==> config.mk <==
export PLATFORM = sky130hd
export DESIGN_NAME = serial_subtractor_flat
export DESIGN_NICKNAME = d
export VERILOG_FILES = /design/src/rtl/arith_pkg.sv /design/src/rtl/serial_subtractor_if.sv /design/src/rtl/fsub_cell.sv /design/src/rtl/serial_subtractor.sv /design/src/flat_wrapper.sv
export SDC_FILE = /design/constraint.sdc
export NUM_CORES = 1
export LEC_CHECK = 0
export ABC_AREA = 1
export ABC_CLOCK_PERIOD_IN_PS = 1200
export BUFFER_PORTS_ARGS = -buffer_cell sky130_fd_sc_hd__buf_2
export CORE_MARGIN = 4
export CORE_UTILIZATION = 35
export CTS_CLUSTER_SIZE = 10
export DETAILED_ROUTE_END_ITERATION = 6
export REMOVE_ABC_BUFFERS = 1
export SLEW_MARGIN = 20
export SYNTH_ARGS = -nofsm -noshare
export SYNTH_HDL_FRONTEND = slang
export SYNTH_SLANG_ARGS = --single-unit
==> constraint.sdc <==
create_clock -name clk -period 1.2 [get_ports clk]
set_input_delay 0.06 -clock clk [delete_from_list [all_inputs] [get_ports clk]]
set_output_delay 0.06 -clock clk [all_outputs]
set_load 0.03 [all_outputs]
==> src/rtl/arith_pkg.sv <==
// rtl/arith_pkg.sv - shared constants and FSM state type for the serial arithmetic blocks
package arith_pkg;

  // Default operand/result width shared by the serial adder/subtractor pair.
  localparam int WIDTH_DEF = 4;

  // Bit counter width for the default operand width.
  localparam int CNT_W_DEF = $clog2(WIDTH_DEF);

  // Serial operation sequencing: capture, one bit per cycle, completion pulse.
  typedef enum logic [1:0] {
    IDLE  = 2'd0,
    SHIFT = 2'd1,
    DONE  = 2'd2
  } state_t;

endpackage

==> src/rtl/serial_subtractor_if.sv <==
// rtl/serial_subtractor_if.sv - start/done operand and result bundle for the serial subtractor
interface serial_subtractor_if
  import arith_pkg::*;
#(
  parameter int WIDTH = WIDTH_DEF
);

  logic             start;
  logic [WIDTH-1:0] a;
  logic [WIDTH-1:0] b;
  logic             busy;
  logic             done;
  logic [WIDTH-1:0] d;
  logic             bo;
  logic             ovf;

  // Requester side: presents operands and start, observes status and result.
  modport master (
    output start, a, b,
    input  busy, done, d, bo, ovf
  );

  // Arithmetic unit side.
  modport slave (
    input  start, a, b,
    output busy, done, d, bo, ovf
  );

endinterface

==> src/rtl/fsub_cell.sv <==
// rtl/fsub_cell.sv - combinational 1-bit full subtractor
module fsub_cell (
  input  logic x,
  input  logic y,
  input  logic bin,
  output logic diff,
  output logic bout
);

  // Borrow is generated when y exceeds x, or propagated when x == y.
  always_comb begin
    diff = x ^ y ^ bin;
    bout = (~x & y) | (~(x ^ y) & bin);
  end

endmodule

==> src/rtl/serial_subtractor.sv <==
// rtl/serial_subtractor.sv - bit-serial LSB-first subtractor D = A - B with start/done handshake
module serial_subtractor
  import arith_pkg::*;
#(
  parameter int WIDTH = WIDTH_DEF
) (
  input  logic                 clk,
  input  logic                 rst_n,
  serial_subtractor_if.slave   s
);

  localparam int CNT_W = (WIDTH > 1) ? $clog2(WIDTH) : 1;
  localparam logic [CNT_W-1:0] LAST_CNT = CNT_W'(WIDTH - 1);

  state_t           state_q, state_d;
  logic [WIDTH-1:0] sa_q, sa_d;
  logic [WIDTH-1:0] sb_q, sb_d;
  logic [WIDTH-1:0] res_q, res_d;
  logic             br_q, br_d;
  logic [CNT_W-1:0] cnt_q, cnt_d;
  logic             as_q, as_d;
  logic             bs_q, bs_d;
  logic [WIDTH-1:0] d_q, d_d;
  logic             bo_q, bo_d;
  logic             ovf_q, ovf_d;
  logic             busy_q, busy_d;
  logic             done_q, done_d;

  logic             cell_diff;
  logic             cell_bout;
  logic [WIDTH-1:0] res_next;

  // Single shared bit cell: consumes the current LSBs and the running borrow.
  fsub_cell u_cell (
    .x    (sa_q[0]),
    .y    (sb_q[0]),
    .bin  (br_q),
    .diff (cell_diff),
    .bout (cell_bout)
  );

  // Difference bits enter from the MSB side so the LSB lands at bit 0 after WIDTH shifts.
  assign res_next = {cell_diff, res_q[WIDTH-1:1]};

  // Next-state and registered-output computation; DONE also accepts a new start.
  always_comb begin
    state_d = state_q;
    sa_d    = sa_q;
    sb_d    = sb_q;
    res_d   = res_q;
    br_d    = br_q;
    cnt_d   = cnt_q;
    as_d    = as_q;
    bs_d    = bs_q;
    d_d     = d_q;
    bo_d    = bo_q;
    ovf_d   = ovf_q;
    busy_d  = busy_q;
    done_d  = 1'b0;

    case (state_q)
      IDLE, DONE: begin
        busy_d  = 1'b0;
        state_d = IDLE;
        if (s.start) begin
          sa_d    = s.a;
          sb_d    = s.b;
          as_d    = s.a[WIDTH-1];
          bs_d    = s.b[WIDTH-1];
          res_d   = '0;
          br_d    = 1'b0;
          cnt_d   = '0;
          busy_d  = 1'b1;
          state_d = SHIFT;
        end
      end

      SHIFT: begin
        sa_d  = sa_q >> 1;
        sb_d  = sb_q >> 1;
        res_d = res_next;
        br_d  = cell_bout;
        cnt_d = cnt_q + 1'b1;
        if (cnt_q == LAST_CNT) begin
          // Result is published only here, so d/bo/ovf stay stable while shifting.
          d_d     = res_next;
          bo_d    = cell_bout;
          ovf_d   = (as_q != bs_q) & (cell_diff != as_q);
          busy_d  = 1'b0;
          done_d  = 1'b1;
          state_d = DONE;
        end
      end

      default: begin
        busy_d  = 1'b0;
        state_d = IDLE;
      end
    endcase
  end

  // State register; reset aborts any operation in flight and clears the result.
  always_ff @(posedge clk) begin
    if (!rst_n) begin
      state_q <= IDLE;
      sa_q    <= '0;
      sb_q    <= '0;
      res_q   <= '0;
      br_q    <= 1'b0;
      cnt_q   <= '0;
      as_q    <= 1'b0;
      bs_q    <= 1'b0;
      d_q     <= '0;
      bo_q    <= 1'b0;
      ovf_q   <= 1'b0;
      busy_q  <= 1'b0;
      done_q  <= 1'b0;
    end else begin
      state_q <= state_d;
      sa_q    <= sa_d;
      sb_q    <= sb_d;
      res_q   <= res_d;
      br_q    <= br_d;
      cnt_q   <= cnt_d;
      as_q    <= as_d;
      bs_q    <= bs_d;
      d_q     <= d_d;
      bo_q    <= bo_d;
      ovf_q   <= ovf_d;
      busy_q  <= busy_d;
      done_q  <= done_d;
    end
  end

  assign s.busy = busy_q;
  assign s.done = done_q;
  assign s.d    = d_q;
  assign s.bo   = bo_q;
  assign s.ovf  = ovf_q;

endmodule

==> src/flat_wrapper.sv <==
// flat-port wrapper written by rule: the top's interface ports become plain ports
module serial_subtractor_flat import arith_pkg::*;
#(
  parameter int WIDTH = WIDTH_DEF
)
  (clk, rst_n, s_start, s_a, s_b, s_busy, s_done, s_d, s_bo, s_ovf);
  serial_subtractor_if #(.WIDTH(WIDTH)) s_i ();
  input  logic clk;
  input  logic rst_n;
  input wire logic [$bits(s_i.start)-1:0] s_start;
  input wire logic [$bits(s_i.a)-1:0] s_a;
  input wire logic [$bits(s_i.b)-1:0] s_b;
  output wire logic [$bits(s_i.busy)-1:0] s_busy;
  output wire logic [$bits(s_i.done)-1:0] s_done;
  output wire logic [$bits(s_i.d)-1:0] s_d;
  output wire logic [$bits(s_i.bo)-1:0] s_bo;
  output wire logic [$bits(s_i.ovf)-1:0] s_ovf;
  assign s_i.start = s_start;
  assign s_i.a = s_a;
  assign s_i.b = s_b;
  assign s_busy = s_i.busy;
  assign s_done = s_i.done;
  assign s_d = s_i.d;
  assign s_bo = s_i.bo;
  assign s_ovf = s_i.ovf;
  serial_subtractor #(.WIDTH(WIDTH)) u_core (.clk(clk), .rst_n(rst_n), .s(s_i));
endmodule
# Yosys cells after proc, flatten, opt, wreduce, memory -nomap -nowiden
# Index checks and enable logic that the tools add are counted.
classes:
  addsub: 1
  eq_ne: 7
  mux: 17
  bitwise_logic: 8
  n_reduce_logical: 7
op_table:
  columns: ["op", "count"]
  rows:
  - ["one-hot mux 4 bit (2 select lines)", 3]
  - ["two-way mux 4 bit", 3]
  - ["one-hot mux 2 bit (2 select lines)", 2]
  - ["AND reduction 2 bit", 4]
  - ["two-way mux 1 bit", 5]
  - ["equality test 2 bit (second input constant)", 2]
  - ["two-way mux 2 bit", 2]
  - ["one-hot mux 1 bit (2 select lines)", 2]
  - ["AND 1 bit", 3]
  - ["adder 2 x 1 -> 2 bit (second input constant)", 1]
  - ["equality test 2 x 1 -> 1 bit (second input constant)", 1]
  - ["logical NOT 2 bit", 1]
  - ["!= test 1 bit", 2]
  - ["!= test 2 x 1 -> 1 bit (second input constant)", 1]
  - ["!= test 2 bit (second input constant)", 1]
  - ["NOT 1 bit", 2]
  - ["nonzero test 2 bit", 1]
  - ["OR reduction 2 bit", 1]
  - ["bitwise XOR 1 bit", 2]
  - ["bitwise OR 1 bit", 1]
word_totals:
  reg_bits: 27
  inputBits: 11
  word_cells: 53

# Logic depth before layout (Yosys ltp)
# Gate-level depths: netlist of run 1.
logic_depth:
  depth_word: 5
  depth_mapped: 7
  ltp_nobuf: 7

# Hierarchy
# A second synthesis of run 1 with hierarchy kept.
unflattened:
  cells_unflattened: 153
  area_unflattened_um2: 1119.8
by_module_without_submodules:
  columns: ["module", "n_inst", "cells_each", "area_per_inst_um2", "seq_area_each_um2"]
  rows:
  - ["serial_subtractor", 1, 149, 1088.5, 520.5]
  - ["fsub_cell", 1, 4, 31.3, 0.0]

# Worst setup path before layout of run 1
# No wires, ideal clock.
synth_path:
  kind: "register to register"
  start: "reg u_core.br_q"
  end: "reg u_core.ovf_q, in the netlist u_core.s.ovf"
  t_arrival_ps: 1135
  t_required_ps: 1091
  slack_ps: -44
  stages_incl_launch_ff: 8
  n_path_buf: 0
  synth_period_minus_slack_ps: 1244
  cell_sequence: "dfxtp_1 inv_1 fa_1 nor2_1 nand2_1 nand3_1 nand2_1 inv_1"
synth_between:
  elab_chain_cells: 3
synth_lines:
  columns: ["element", "line", "source"]
  rows:
  - ["start: declaration", "serial_subtractor.sv:19", "logic br_q, br_d;"]
  - ["start signal: assignment", "serial_subtractor.sv:123", "br_q <= br_d;"]
  - ["bitwise XOR 1 bit", "fsub_cell.sv:12", "diff = x ^ y ^ bin;"]
  - ["net u_core.cell_diff", "serial_subtractor.sv:29", "logic cell_diff;"]
  - ["!= test 1 bit", "serial_subtractor.sv:88", "ovf_d = (as_q != bs_q) & (cell_diff != as_q);"]
  - ["AND 1 bit", "serial_subtractor.sv:88", null]
  - ["end signal: assignment", "serial_subtractor.sv:129", "ovf_q <= ovf_d;"]
  - ["end: declaration", "serial_subtractor.sv:25", "logic ovf_q, ovf_d;"]
# The timed path passes the listed nets, and every way through them passes these cells.
# A chain may end at the register's enable or synchronous reset.

# Final worst setup path of run 1
# Same ends and word-level chain as after synthesis.

==> impl_metrics.yaml, run 1 <==
outcome:
  status: "complete, but fails checks"
  violations: "negative setup slack"
placement:
  placed_area_sq_mm: 0.00135
  dp.cells: 212
  place_congestion: 0.716
  io_buffers: 18
  hpwl_um: 1690
min_path:
  min_to: "u_core.sa_q[3]"
  whs_path_depth: 3
  worstHoldStart: "s_a[3]"
  hp-class: "in2reg"
cells_and_area:
  antennaDiodeCount: 0
  stdcell_count: 229
  layout.nets: 197
  mostFrequentLayoutCells: "32 x nand2_1, 20 x dfxtp_1, 18 x buf_2"
  final_layout_size_suffix_gt1_share_pct: 38.3
  layout_commonest_cell: "nand2_1"
  fin_area_sq_mm: 0.00153
  area_growth_pct: 22.5
sta:
  fin_ws_ns: -0.106
  post-route-period-util_pct: 109
  rsz0062_at_grt: "true"
  relSlewSlack_pct: 76.3
  max_clock_freq_mhz: 765
  setup_viol: 2
  whs_ns: 0.00990
  finalCriticalPeriod_ns: 1.31
  slew_viol_final: 0
  skew_ns: 0.00608
  tightestPinTransition_ns: 0.354
  finalHoldViolCount: 0
die:
  dieArea_sq_mm: 0.00460
  die_w_um: 67.8
  start_util_pct: 37.0
  chipHeight_um: 67.8
  fp-row-count: 21
  io_pins: 19
  core_sq_mm: 0.00339
worst_setup_path:
  start_kind: "flop"
  reg2reg_to: "u_core.s.ovf"
  ff2ff_path_depth: 7
  cp_max_fo: 4
  r2r_slack_ns: -0.11
  cp_data_arrival_time_ns: 1.55
  regToRegStartpoint: "u_core.br_q"
  cp.required_ns: 1.45
  crit_type: "reg2reg"
  critical_path.endpoint_type: "flop"
routing:
  wl_per_cell_um: 11.0
  drc: 0
  antenna_left: 0
  drt_iter0_markers: 27
  routed_wl_um: 2520
  first_pass_iters: 4
  via_per_inst: 4.44
  num_vias: 1017
power_and_ir_drop:
  power_density_mw_per_mm2: 1220
  power_mw: 1.87
  power.leakage_nw: 0.668
  ir_drop_uv: 478
global_routing:
  antenna_found_initial: 0
  grt_overflow: 0
  grt_use_total_pct: 11.7
  grt_pass1_vias: 882
  grt_pass1_wl_um: 4000
  grt_max_degree: 26
synthesis:
  synth-seq-cells: 26
  avgSynthCellArea_sq_um: 8.24
  netlist_instances: 152
  yosys_warnings: 0
  synth.distinct_cells: 25
  synthesis.area_sq_mm: 0.00125
  synth.yosys.seq_area_share_pct: 41.6
cts:
  clk_latency_ns: 0.33
  cts_max_level: 1
  cts_tree: "done"
  cts.clk_slew.worst_paths_ns: 0.15
  cts.sinks: 26
  cts_made_buffers: 3
  root_buffer: "clkbuf_4"
  clockBufferDepth: 2
run:
  drv_cap: 0
==> cell usage after synthesis <==
cell type  number  area, sq um
nand2_1        33          124
dfxtp_1        26          521
inv_1          17         63.8
nor2_1         13         48.8
nand3_1        12         60.1
a21oi_2         9         78.8
nand3_2         9         90.1
a21oi_1         8         40.0
clkinv_1        4         15.0
buf_2           2         10.0
buf_6           2         22.5
inv_2           2         7.51
inv_4           2         12.5
nand3b_1        2         15.0
buf_12          1         20.0
buf_8           1         15.0
fa_1            1         20.0
ha_1            1         12.5
nand2_2         1         6.26
nand2_4         1         11.3
nand2_8         1         20.0
nand3_4         1         17.5
nor2_4          1         11.3
o21ai_0         1         5.00
o21ai_1         1         5.00
==> power by group <==
group / switching [mW] / internal [mW] / leakage (nW)
clock network: 0.276 / 0.338 / 0.0279
registers: 0.0269 / 0.911 / 0.215
logic: 0.182 / 0.135 / 0.426
total: 0.485 / 1.38 / 0.668
==> final cells by class <==
class                           count  area [sq um]
Clock buffer                        3          22.5
Inverter                           25           101
Tap cell                           46          57.6
Clock inverter                      1          30.0
Sequential cell                    26           528
Timing Repair Buffer               33           218
Multi-Input combinational cell     95           577
Fill cell                         329          1860
==> state kept, by name, indices dropped and copies added, names as in the netlist <==
name	cells
u_core.s.ovf	1
u_core.s.done	1
u_core.s.busy	1
u_core.sa_q	4
u_core.state_q	2
u_core.res_q	3
u_core.as_q	1
u_core.s.bo	1
u_core.s.d	4
u_core.cnt_q	2
u_core.bs_q	1
u_core.sb_q	4
u_core.br_q	1
==> logic make-up after synthesis <==
group	after synthesis	synth area share (%)
adders and majority gates	2	2.60
and+or+nand+nor	74	32.3
DFF	26	41.6
buffers and inverters	31	13.3
AOI/OAI and AO/OA	19	10.3
==> metrics by stage <==
stage	utilization (%)	worst slack (ns)	TNS [ns]
floorplan	-	-0.0444	-0.0444
global placement	39.8	-0.0756	-0.0756
detailed placement	39.8	-0.0933	-0.0949
CTS	43.4	-0.111	-0.139
global route	45.3	-0.159	-0.348
finish	45.3	-0.106	-0.184
==> what timing repair did <==
action                     CTS  global route
pin swaps                    3             4
buffers inserted             1             6
hold endpoints to repair     6             0
setup endpoints to repair    4            10
gates resized for setup      4             9
hold buffers                 6             0
==> worst max path at each step <==
| stage | end | start | cells after the start |
|---|---|---|---|
| floorplan | u_core.s.ovf | u_core.br_q | 7 |
| global placement | u_core.s.ovf | u_core.sb_q[0] | 7 |
| detailed placement | u_core.s.ovf | u_core.br_q | 7 |
| CTS | u_core.s.ovf | u_core.br_q | 7 |
| global route | u_core.s.ovf | u_core.sb_q[0] | 7 |
| finish | u_core.s.ovf | u_core.br_q | 7 |
==> critical path, stage by stage, from the launching register on <==
cell and delay [ns]:
dfxtp_2 0.36, inv_2 0.04, fa_2 0.56, nor2_1 0.05, nand2_1 0.05, nand3_1 0.07
nand2_1 0.06, inv_1 0.03
==> routing by layer <==
layer / part of all wire (%) / global-route usage [%] / vias to the layer above
li1: - / - / 535
met1: 47 / 15.5 / 459
met2: 47 / 18.2 / 16
met3: 3.2 / 1.97 / 7
met4: 2.6 / 5.96 / 0
met5: 0 / 0 / -
No activity file was read; power rests on OpenSTA's default activity.
==> inputs of run 2 (changes only) <==
--- a/config.mk
+++ b/config.mk
@@ -9,9 +9,12 @@
 export ABC_CLOCK_PERIOD_IN_PS = 1200
 export BUFFER_PORTS_ARGS = -buffer_cell sky130_fd_sc_hd__buf_2
 export CORE_MARGIN = 4
-export CORE_UTILIZATION = 35
+export CORE_UTILIZATION = 45
+export CTS_CLUSTER_DIAMETER = 200
 export CTS_CLUSTER_SIZE = 10
 export DETAILED_ROUTE_END_ITERATION = 6
+export PLACE_DENSITY = 0.68
+export RECOVER_POWER = 50
 export REMOVE_ABC_BUFFERS = 1
 export SLEW_MARGIN = 20
 export SYNTH_ARGS = -nofsm -noshare
==> run 2 against run 1 <==
Net effect: the flow still finishes with violations (negative setup slack); hold slack improved by 0.014 ns; first-iteration DRC count rose by 22%; final area fell by 4.3%; sequential power barely moved; final cell count fell by 8.3%; critical endpoint is now u_core.res_q[3]; largest cell class unchanged.
==> impl_metrics.yaml, run 2 (synthesis gave the netlist of run 1 again) <==
outcome:
  status: "complete, but fails checks"
  violations: "negative setup slack"
placement:
  dp.cells: 198
  hpwl_um: 1640
  place_congestion: 0.732
  io_buffers: 18
  placed_area_sq_mm: 0.00134
  pre_cts_ws_ns: -0.108
power_and_ir_drop:
  power_density_mw_per_mm2: 1260
  power.leakage_nw: 0.619
  seq_power_share_pct: 50.7
  p_int_mw: 1.38
  p_sw_mw: 0.471
  ir_drop_uv: 704
  comb_power_share_pct: 16.6
  power_mw: 1.85
  switching_share_pct: 25.5
  p_clk_share_pct: 32.6
routing:
  drc: 0
  drt_iter0_markers: 33
  routed_wl_um: 2320
  via_per_inst: 4.76
  wl_per_cell_um: 11.0
  num_vias: 1000
  first_pass_iters: 4
  antenna_left: 0
cts:
  cts.sinks: 26
  clockBufferDepth: 2
  cts.clk_slew.worst_paths_ns: 0.14
  cts_tree: "done"
  clk_latency_ns: 0.32
  root_buffer: "clkbuf_4"
  cts_max_level: 1
  cts_made_buffers: 3
sta:
  tightestPinTransition_ns: 0.377
  fin_ws_ns: -0.102
  post-route-period-util_pct: 108
  max_clock_freq_mhz: 768
  finalCriticalPeriod_ns: 1.30
  slew_viol_final: 0
  finalHoldViolCount: 0
  skew_ns: 0.00200
  relSlewSlack_pct: 75.0
  rsz0062_at_grt: "true"
  setup_viol: 2
die:
  fp-row-count: 18
  dieArea_sq_mm: 0.00369
  io_pins: 19
  core_sq_mm: 0.00257
  chipHeight_um: 60.8
  die_w_um: 60.8
  start_util_pct: 48.8
cells_and_area:
  antennaDiodeCount: 0
  layout.nets: 194
  fin_util_pct: 57.2
  final_layout_size_suffix_gt1_share_pct: 30.0
  stdcell_count: 210
  layout_commonest_cell: "nand2_1"
  mostFrequentLayoutCells: "32 x nand2_1, 21 x dfxtp_1, 15 x inv_1"
  fin_area_sq_mm: 0.00147
  area_growth_pct: 17.2
  final.fill_count: 247
global_routing:
  grt_use_total_pct: 14.1
  grt_pass1_wl_um: 3890
  grt_overflow: 0
  grt_pass1_vias: 893
  grt_max_degree: 26
  antenna_found_initial: 0
worst_setup_path:
  crit_start: "u_core.sa_q[0]"
  cp_max_fo: 4
  ff2ff_path_depth: 4
  start_kind: "flop"
  cp-endpoint: "u_core.res_q[3]"
  cp_data_arrival_time_ns: 1.57
  crit_type: "reg2reg"
  r2r_slack_ns: -0.10
  critical_path.endpoint_type: "flop"
  cp.required_ns: 1.47
  regToRegStartpoint: "u_core.sa_q[0]"
  reg2reg_to: "u_core.res_q[3]"
run:
  drv_cap: 0
min_path:
  hp-class: "in2reg"
run 2: cell types whose count changed in the layout (fill, tap and decap cells not counted), sizes merged:
cell and change:
buf -12, clkbuf +8, dlygate4sd3 +1
run 2: area by class of cell:
cell class	instances	area [sq um]	share of cell area, %
multi-input cells	95	562	38.3
repair buffers	30	188	12.8
clock inverters	1	30.0	2.05
flip-flops and latches	26	527	35.9
well taps	30	37.5	2.56
inverters	25	101	6.91
clock buffers	3	22.5	1.53
run 2: worst min path at each step:
stage | start | to | depth (start not counted)
after detailed placement | s_a[1] | u_core.sa_q[1] | 3
after global routing | s_b[3] | u_core.bs_q | 3
after global placement | s_a[2] | u_core.sa_q[2] | 3
after floorplan | s_b[1] | u_core.sb_q[1] | 2
final | s_b[3] | u_core.bs_q | 3
after CTS | s_b[3] | u_core.bs_q | 3
run 2: timing repair:
| item | in CTS | in global routing |
|---|---|---|
| hold buffers | 7 | 0 |
| endpoints found under the hold margin | 7 | 0 |
| gates resized for setup | 3 | 8 |
| cloned | 0 | 0 |
| buffers inserted | 0 | 1 |
| endpoints found under the setup margin | 3 | 17 |
| pin swaps | 2 | 2 |
run 2: metal layers:
metal	GRT usage [%]	part of all wire, %
met1	18.0	48
met2	22.6	47
met3	3.19	4.1
met4	6.50	0.82
met5	0	0
run 2: power groups by stage:
| stage | sequential, mW | clock (mW) | combinational (mW) |
|---|---|---|---|
| after global placement | 0.952 | 0 | 0.270 |
| final | 0.940 | 0.605 | 0.308 |
| after global routing | 0.944 | 0.669 | 0.343 |
| after detailed placement | 0.955 | 0 | 0.277 |
| after floorplan | 0.958 | 0 | 0.190 |
| after CTS | 0.938 | 0.631 | 0.296 |
run 2: metrics by stage:
step	TNS, ns	hold slack, ns
2_1_floorplan	-0.0444	0.195
3_3_place_gp	-0.0702	0.282
3_5_place_dp	-0.122	0.291
4_1_cts	-0.142	0.00679
5_1_grt	-0.301	0.0164
6_report	-0.195	0.0239
run 2: worst max-delay path, stage by stage, from the launching register on:
cell and delay (ns):
dfxtp_2 0.36, fa_2 0.60, buf_4 0.12, nand2_2 0.04
a21oi_2 0.13
